===== src/rtl/relm_fp_pkg.sv =====
// Shared constants and FSM encoding for the custom-FP normalise/round/pack stage.
// The intermediate format is value = (-1)^s * m * 2^(e-EXP_OFS), with m[30] marking a normalised 1.f.
package relm_fp_pkg;

    localparam int COARSE_SH_DEF = 8;
    localparam int EXP_OFS       = 157;
    // With m[30] as the hidden bit, IEEE biased exponent = e + (127 + 30 - EXP_OFS).
    localparam int EXP_ADJ       = 127 + 30 - EXP_OFS;

    localparam logic [7:0]  FP_EXP_INF = 8'hFF;
    localparam logic [22:0] FP_QNAN_M  = 23'h400000;

    typedef enum logic [1:0] {
        ST_IDLE  = 2'd0,
        ST_NORM  = 2'd1,
        ST_ROUND = 2'd2,
        ST_OUT   = 2'd3
    } state_t;

endpackage


===== src/rtl/relm_fp_round.sv =====
// Combinational round-to-nearest-even plus overflow/underflow packing of a
// normalised {sign, exponent, mantissa} into an IEEE-754 single.
module relm_fp_round
    import relm_fp_pkg::*;
(
    input  logic              sign,
    input  logic signed [9:0] exp,
    input  logic [29:0]       man,
    output logic [31:0]       f
);

    logic              lsb;
    logic              guard;
    logic              sticky;
    logic              up;
    logic [23:0]       sum;
    logic [22:0]       frac;
    logic signed [9:0] exp_r;

    always_comb begin
        lsb    = man[7];
        guard  = man[6];
        sticky = |man[5:0];
        up     = guard & (sticky | lsb);
        sum    = {1'b0, man[29:7]} + 24'(up);
        exp_r  = exp + $signed(10'(EXP_ADJ));
        frac   = sum[22:0];
        // Carry out of the fraction means the mantissa rolled over to 2.0.
        if (sum[23]) begin
            exp_r = exp_r + 10'sd1;
            frac  = '0;
        end
        if (exp_r >= 10'sd255) begin
            f = {sign, FP_EXP_INF, 23'd0};
        end else if (exp_r <= 10'sd0) begin
            f = {sign, 31'd0};
        end else begin
            f = {sign, exp_r[7:0], frac};
        end
    end

endmodule


===== src/rtl/relm_fp_pack.sv =====
// Multi-cycle normalise/round/pack coprocessor stage: one operand at a time,
// iterative normalisation, RNE rounding, denormal flush, IEEE-754 single out.
module relm_fp_pack
    import relm_fp_pkg::*;
#(
    parameter int COARSE_SH = COARSE_SH_DEF
)
(
    input  logic        clk,
    input  logic        rst_n,
    input  logic        in_valid,
    output logic        in_ready,
    input  logic [31:0] in_m,
    input  logic        in_sign,
    input  logic [7:0]  in_exp,
    input  logic        in_inf,
    input  logic        in_zero,
    output logic        out_valid,
    input  logic        out_ready,
    output logic [31:0] out_f,
    output state_t      dbg_state
);

    // Handshake: a transfer happens on a cycle where valid & ready are both high;
    // in_ready is high only in IDLE, out_valid only in OUT, and out_f is held until taken.
    state_t            state_q, state_d;
    logic [31:0]       m_q, m_d;
    logic              s_q, s_d;
    logic signed [9:0] e_q, e_d;
    logic [31:0]       f_q, f_d;
    logic [31:0]       round_f;
    logic              coarse_zero;

    relm_fp_round u_round (
        .sign (s_q),
        .exp  (e_q),
        .man  (m_q[29:0]),
        .f    (round_f)
    );

    assign coarse_zero = (m_q[30 -: COARSE_SH] == '0);

    always_comb begin
        state_d = state_q;
        m_d     = m_q;
        s_d     = s_q;
        e_d     = e_q;
        f_d     = f_q;
        case (state_q)
            ST_IDLE: begin
                if (in_valid) begin
                    m_d = in_m;
                    s_d = in_sign;
                    e_d = $signed({2'b00, in_exp});
                    if (in_inf && in_zero) begin
                        f_d     = {in_sign, FP_EXP_INF, FP_QNAN_M};
                        state_d = ST_OUT;
                    end else if (in_inf) begin
                        f_d     = {in_sign, FP_EXP_INF, 23'd0};
                        state_d = ST_OUT;
                    end else if (in_zero || (in_m == '0)) begin
                        f_d     = {in_sign, 31'd0};
                        state_d = ST_OUT;
                    end else begin
                        state_d = ST_NORM;
                    end
                end
            end
            ST_NORM: begin
                // Right shift keeps bit 0 as a sticky OR so rounding still sees lost bits.
                if (m_q[31]) begin
                    m_d = {1'b0, m_q[31:2], m_q[1] | m_q[0]};
                    e_d = e_q + 10'sd1;
                end else if (coarse_zero) begin
                    m_d = m_q << COARSE_SH;
                    e_d = e_q - $signed(10'(COARSE_SH));
                end else if (!m_q[30]) begin
                    m_d = m_q << 1;
                    e_d = e_q - 10'sd1;
                end else begin
                    state_d = ST_ROUND;
                end
            end
            ST_ROUND: begin
                f_d     = round_f;
                state_d = ST_OUT;
            end
            ST_OUT: begin
                if (out_ready) begin
                    state_d = ST_IDLE;
                end
            end
            default: state_d = ST_IDLE;
        endcase
    end

    always_ff @(posedge clk or negedge rst_n) begin
        if (!rst_n) begin
            state_q <= ST_IDLE;
            m_q     <= '0;
            s_q     <= 1'b0;
            e_q     <= '0;
            f_q     <= '0;
        end else begin
            state_q <= state_d;
            m_q     <= m_d;
            s_q     <= s_d;
            e_q     <= e_d;
            f_q     <= f_d;
        end
    end

    assign in_ready  = (state_q == ST_IDLE);
    assign out_valid = (state_q == ST_OUT);
    assign out_f     = f_q;
    assign dbg_state = state_q;

endmodule

===== config.mk =====
export PLATFORM = sky130hd
export DESIGN_NAME = relm_fp_pack
export DESIGN_NICKNAME = d
export VERILOG_FILES = /design/src/rtl/relm_fp_pkg.sv /design/src/rtl/relm_fp_round.sv /design/src/rtl/relm_fp_pack.sv
export SDC_FILE = /design/constraint.sdc
export NUM_CORES = 1
export LEC_CHECK = 0
export ABC_AREA = 1
export CAP_MARGIN = 20
export CORE_MARGIN = 3
export CORE_UTILIZATION = 55
export CTS_CLUSTER_DIAMETER = 100
export DETAILED_ROUTE_END_ITERATION = 10
export GPL_TIMING_DRIVEN = 1
export PLACE_DENSITY = 0.81
export SLEW_MARGIN = 20
export SYNTH_ARGS = -nofsm -noshare
export SYNTH_HDL_FRONTEND = slang
export SYNTH_SLANG_ARGS = --single-unit

===== constraint.sdc =====
create_clock -name clk -period 2.55 [get_ports clk]
set_input_delay 0.51 -clock clk [delete_from_list [all_inputs] [get_ports clk]]
set_output_delay 0.51 -clock clk [all_outputs]
set_load 0.005 [all_outputs]

==> results of run 1 <==
-- power by group through the flow --
stage	sequential, mW	clock, mW	combinational, mW
2_1_floorplan	2.17	0	3.11
3_3_place_gp	2.25	0	4.71
3_5_place_dp	2.28	0	4.82
4_1_cts	2.26	1.01	4.84
5_1_grt	2.35	1.06	5.47
6_report	2.27	0.997	4.91
-- layout by cell type (no fill, tap or decap), types with 30 or more instances in the layout --
cell	synthesis	routed
o221ai_1	30	30
nand3_1	49	47
dfrtp_1	77	77
clkdlybuf4s50_1	0	81
inv_1	91	91
nor2_1	64	61
nand2_1	185	184
o21ai_0	80	78
-- routing by layer --
metal / share of wire / up-vias / global-route usage
met4: 0.019 / 0 / 0.0956
met2: 0.47 / 301 / 0.477
met1: 0.43 / 2655 / 0.415
met3: 0.079 / 33 / 0.0482
li1: - / 2706 / -
met5: 0 / - / 0
-- cells in the mapped netlist (6+ instances only) --
master    instances
nand2_1         185
inv_1            91
o21ai_0          80
dfrtp_1          77
nor2_1           64
nand3_1          49
o221ai_1         30
clkbuf_1         23
o21ai_2          21
o22ai_1          21
xor2_1           17
a21oi_1          16
ha_1              9
o211ai_1          9
nand4_1           8
nand2_2           7
nor3_1            7
buf_2             6
-- repair_timing --
item	4_1_cts	5_1_grt
hold buffers	0	0
resized for setup	0	11
endpoints found under the setup margin	0	30
-- through the flow --
stage | instance area (µm²) | instances
global route | 6660 | 974
detailed placement | 6420 | 958
finish | 6660 | 974
floorplan | 5350 | 756
global placement | 6420 | 958
CTS | 6630 | 974
-- final timing paths --
kind	to	cells after the start	slack, ns
setup / recovery	out_f[0]	14	0.17
hold / removal	out_f[7]	2	0.15
setup reg to reg	out_f[0]	14	0.17
hold reg to reg	out_f[21]	2	0.49
max in group asynchronous	m_q[17]	2	2.05
min in group clk	out_f[21]	2	0.49
-- state kept, by name, summed over array words and instances (netlist names) --
name       count
dbg_state      2
out_f         32
m_q           32
s_q            1
e_q           10
-- final cells by class --
class / count / share of cell area
multi-input combinational: 551 / 0.442
tap: 129 / 0.0242
inverter: 94 / 0.0530
timing repair buffer: 107 / 0.160
sequential: 77 / 0.289
clock inverter: 7 / 0.0128
clock buffer: 9 / 0.0186
-- logic make-up after synthesis --
family	after synthesis	share of synthesized area
simple gates	333	0.265
compound gates	190	0.227
buf+inv	128	0.0961
flops	77	0.360
xor+xnor	19	0.0311
fa+ha+maj	9	0.0210
==> flow_summary.toml, run 1 <==
[status]
status = "complete, no violations"

[place]
place_congestion = 0.944
portBuffers = 82
dpl.hpwl_um = 12400
post-place-ws_ns = 0.0501

[critical_path]
r2r_start = "m_q[10]"
path_buf_inv = 1
critPathLaunchType = "flip-flop"
cp-startpoint = "m_q[10]"
cp_slowest_stage_delay_ns = 0.43
critPathCaptureType = "flip-flop"
critPathRequiredTime_ns = 2.80
cpMostUsedCell = "nand2_1"
path_cells = "nand2_1, nor2_4, nand2_1, nor2_1, nand3_2, nand2_1, nand2_1, nor2_1, nand3_2, nand2_1, nor2_4, nand2_2, buf_12, o21ai_1"
cp_top_family = "simple AND/OR/NAND/NOR gates"
cp_max_fo = 21
worst-setup-path-type = "flip-flop to flip-flop"
arrival_ns = 2.63
cpMaxStageDelayCell = "dfrtp_1"

[clock_tree]
cts_buffers = 9
clk_pin_slew_ns = 0.10
cts_setup_buffers = 0
cts-htree-levels = 3
cts_tree = "built"
insertion_delay_ns = 0.35
cts-root-buf = "clkbuf_8"
cts.path.max_buffers = 2
cts_sinks = 77

[detailed_routing]
dr.pass1.iters = 6
wirelength_um = 16100
antenna_left = 0
initialDrtViolationCount = 485
vias_per_cell = 5.85
wire_per_inst_um = 16.6
route.detailed.drc = 0
vias = 5695

[pwr]
power_mw = 8.18
p_seq_frac = 0.278
p_per_area_nw_per_um2 = 1230
clkPwrFrac = 0.122
p_sw_frac = 0.492
vdd_drop_max_mv = 0.686
p_int_mw = 4.16
power.switching_mw = 4.02
p_comb_frac = 0.600
p_leak_nw = 3.03

[synth]
synthCells = 756
avgSynthCellArea_um2 = 7.08
ys_top_cells_by_area = "dfrtp_1, nand2_1, o21ai_0, inv_1, o221ai_1"
yosysSeqAreaShare = 0.360
ys_ff_latch = 77
synth_area_um2 = 5350
synth_edf_count = 0
ys.flop_type = "dfrtp_1"
synth_cell_types = 37
synth_top_area_cell = "dfrtp_1"
ys_warn_count = 0
synth_nets = 812
async_flop_share = 1.00
synth_top_cell_area_share = 0.360

[run]
maxCapViolations = 0

[sta]
finClkSkew_ns = 0.0165
setup_ws_ns = 0.167
finalCriticalPeriod_ns = 2.38
setup_viol = 0
post-route-period-util = 0.934
drv_slew = 0
slew_headroom = 0.632
clock.fmax_mhz = 420
tns_ns = 0
hold_ws_ns = 0.154
hold_viol_final = 0
tightest_slew_ns = 0.551

[floorplan]
die_h_um = 105
core.rowCount = 35
die_width_um = 105
core_um2 = 9330
ios = 83
start_util = 0.574
dieArea_um2 = 10900

[layout]
syn_to_final_growth_pct = 24.5
fin_util = 0.714
fill_cells = 813
diodes = 0
fin_nets = 896
multiInputGateArea_um2 = 2940
drive_gt1_frac = 0.104
regArea_um2 = 1930

[global_routing]
gr-usage-all-layers = 0.298
grt_pass1_wl_um = 26700
grt_pass1_vias = 5387
antenna_found_initial = 0
grt_max_degree = 78
overflow = 0

[min_path]
min_path_type = "input pin to async pin"
Note: power is estimated with default switching activity, not from simulation.
==> inputs of run 2 (changes only) <==
Settings changed: CORE_UTILIZATION 55 to 42, PLACE_DENSITY 0.81 to not set.
==> run 2 against run 1 <==
  * Fmax grew 2.7%
  * Die area grew 29%
  * First-iteration DRC count grew 15%
  * Critical path depth is the same
  * Final area grew 3.1%
  * Count of clock-buffer cells in the layout grew 1
==> flow_summary.toml, run 2 (synthesis gave the netlist of run 1 again) <==
[critical_path]
timing.rr.end = "out_f[4]"
critPathCaptureType = "flip-flop"
worst-setup-path-type = "flip-flop to flip-flop"
critPathRequiredTime_ns = 2.77
arrival_ns = 2.54
critPathLaunchType = "flip-flop"
r2r_start = "m_q[11]"
rrSetupSlack_ns = 0.23
cp_max_fo = 21
r2r.worst_path.cells = 14

[detailed_routing]
route.detailed.drc = 0
initialDrtViolationCount = 559
wirelength_um = 16900
vias_per_cell = 5.52
dr.pass1.iters = 5
vias = 5624
antenna_left = 0
wire_per_inst_um = 16.6

[floorplan]
ios = 83
core.rowCount = 40
start_util = 0.438
core_um2 = 12200
dieArea_um2 = 14100
die_h_um = 119
die_width_um = 119

[sta]
hold_viol_final = 0
slew_headroom = 0.610
drv_slew = 0
setup_viol = 0
tightest_slew_ns = 0.585
rsz0062_at_grt = "no"
post-route-period-util = 0.909
finalCriticalPeriod_ns = 2.32
finClkSkew_ns = 0.00898
tns_ns = 0
clock.fmax_mhz = 431

[pwr]
power_mw = 8.71
p_leak_nw = 3.10
p_per_area_nw_per_um2 = 1270
vdd_drop_max_mv = 0.659

[run]
maxCapViolations = 0

[clock_tree]
insertion_delay_ns = 0.35
clk_pin_slew_ns = 0.06
cts_hold_buffers = 0
cts_setup_buffers = 0
cts-htree-levels = 3
cts_resized = 0
cts_tree = "built"
cts.path.max_buffers = 2
cts_buffers = 9
cts_sinks = 77
cts-root-buf = "clkbuf_16"

[layout]
fill_cells = 1225
diodes = 0
fin_util = 0.562
design_area_um2 = 6870
mostFrequentLayoutCells = "nand2_1, inv_1, clkdlybuf4s50_1, o21ai_0, dfrtp_1"
layout_commonest_cell = "nand2_1"
drive_gt1_frac = 0.112
syn_to_final_growth_pct = 28.3
fin_nets = 902

[global_routing]
grt_max_degree = 60
grt_pass1_vias = 5351
overflow = 0
antenna_found_initial = 0
grt_pass1_wl_um = 27600
gr-usage-all-layers = 0.244

[min_path]
min_path_type = "input pin to async pin"

[place]
place_congestion = 0.931
portBuffers = 82
place_area_um2 = 6520
dpl.hpwl_um = 12800

[status]
status = "complete, no violations"
==> run 2: changes by cell type in the layout (fill, tap and decap cells not counted), sizes merged <==
cell    before  now
buf         26   32
inv         98   96
bufinv       1    2
clkbuf       9   10
==> run 2: routing by layer <==
metal / wire length, µm / share of wire / track usage / vias up
met5: 0 / 0 / 0 / -
li1: - / - / - / 2731
met3: 1050 / 0.062 / 0.0408 / 28
met4: 428 / 0.025 / 0.0883 / 0
met2: 7180 / 0.42 / 0.357 / 201
met1: 8240 / 0.49 / 0.361 / 2664
==> run 2: worst max path at each step <==
stage / startpoint / to / slack [ns] / cells after the start
2_1_floorplan: dbg_state[1] / e_q[9] / 0.46 / 9
3_3_place_gp: in_m[1] / out_f[28] / 0.03 / 11
3_5_place_dp: in_m[1] / out_f[22] / 0.03 / 11
4_1_cts: m_q[6] / out_f[20] / 0.08 / 17
5_1_grt: m_q[16] / out_f[0] / 0.002 / 16
6_report: m_q[11] / out_f[4] / 0.23 / 14
==> run 2: critical path, stage by stage (launching register included) <==
cell	delay (ns)
dfrtp_1	0.38
nand2_1	0.14
nor2_2	0.20
nand2_1	0.14
nor2_1	0.20
nand3_1	0.21
nand2_1	0.11
nand2_1	0.08
nor2_1	0.12
nand3_2	0.12
nand2_1	0.12
nor2_4	0.05
nand2_2	0.07
buf_12	0.18
o21ai_2	0.06
==> run 2: area by class of cell <==
class / count / area [µm²] / share of cell area
multi-input combinational: 551 / 2930 / 0.427
sequential: 77 / 1930 / 0.281
timing repair buffer: 113 / 1110 / 0.162
inverter: 94 / 353 / 0.0514
clock buffer: 10 / 239 / 0.0348
tap: 168 / 210 / 0.0306
clock inverter: 6 / 91.3 / 0.0133
==> run 2: through the flow <==
step	std cells	worst slack, ns	hold slack [ns]
after floorplan	756	0.460	0.214
after global placement	1003	0.0332	0.466
after detailed placement	1003	0.0275	0.468
after CTS	1019	0.0777	0.162
after global routing	1019	0.00181	0.174
final	1019	0.231	0.140
==> run 2: power breakdown <==
part | switching [mW] | internal [mW] | leakage, nW
combinational | 3.08 | 1.95 | 1.98
clock | 0.539 | 0.893 | 0.164
sequential | 0.468 | 1.77 | 0.959
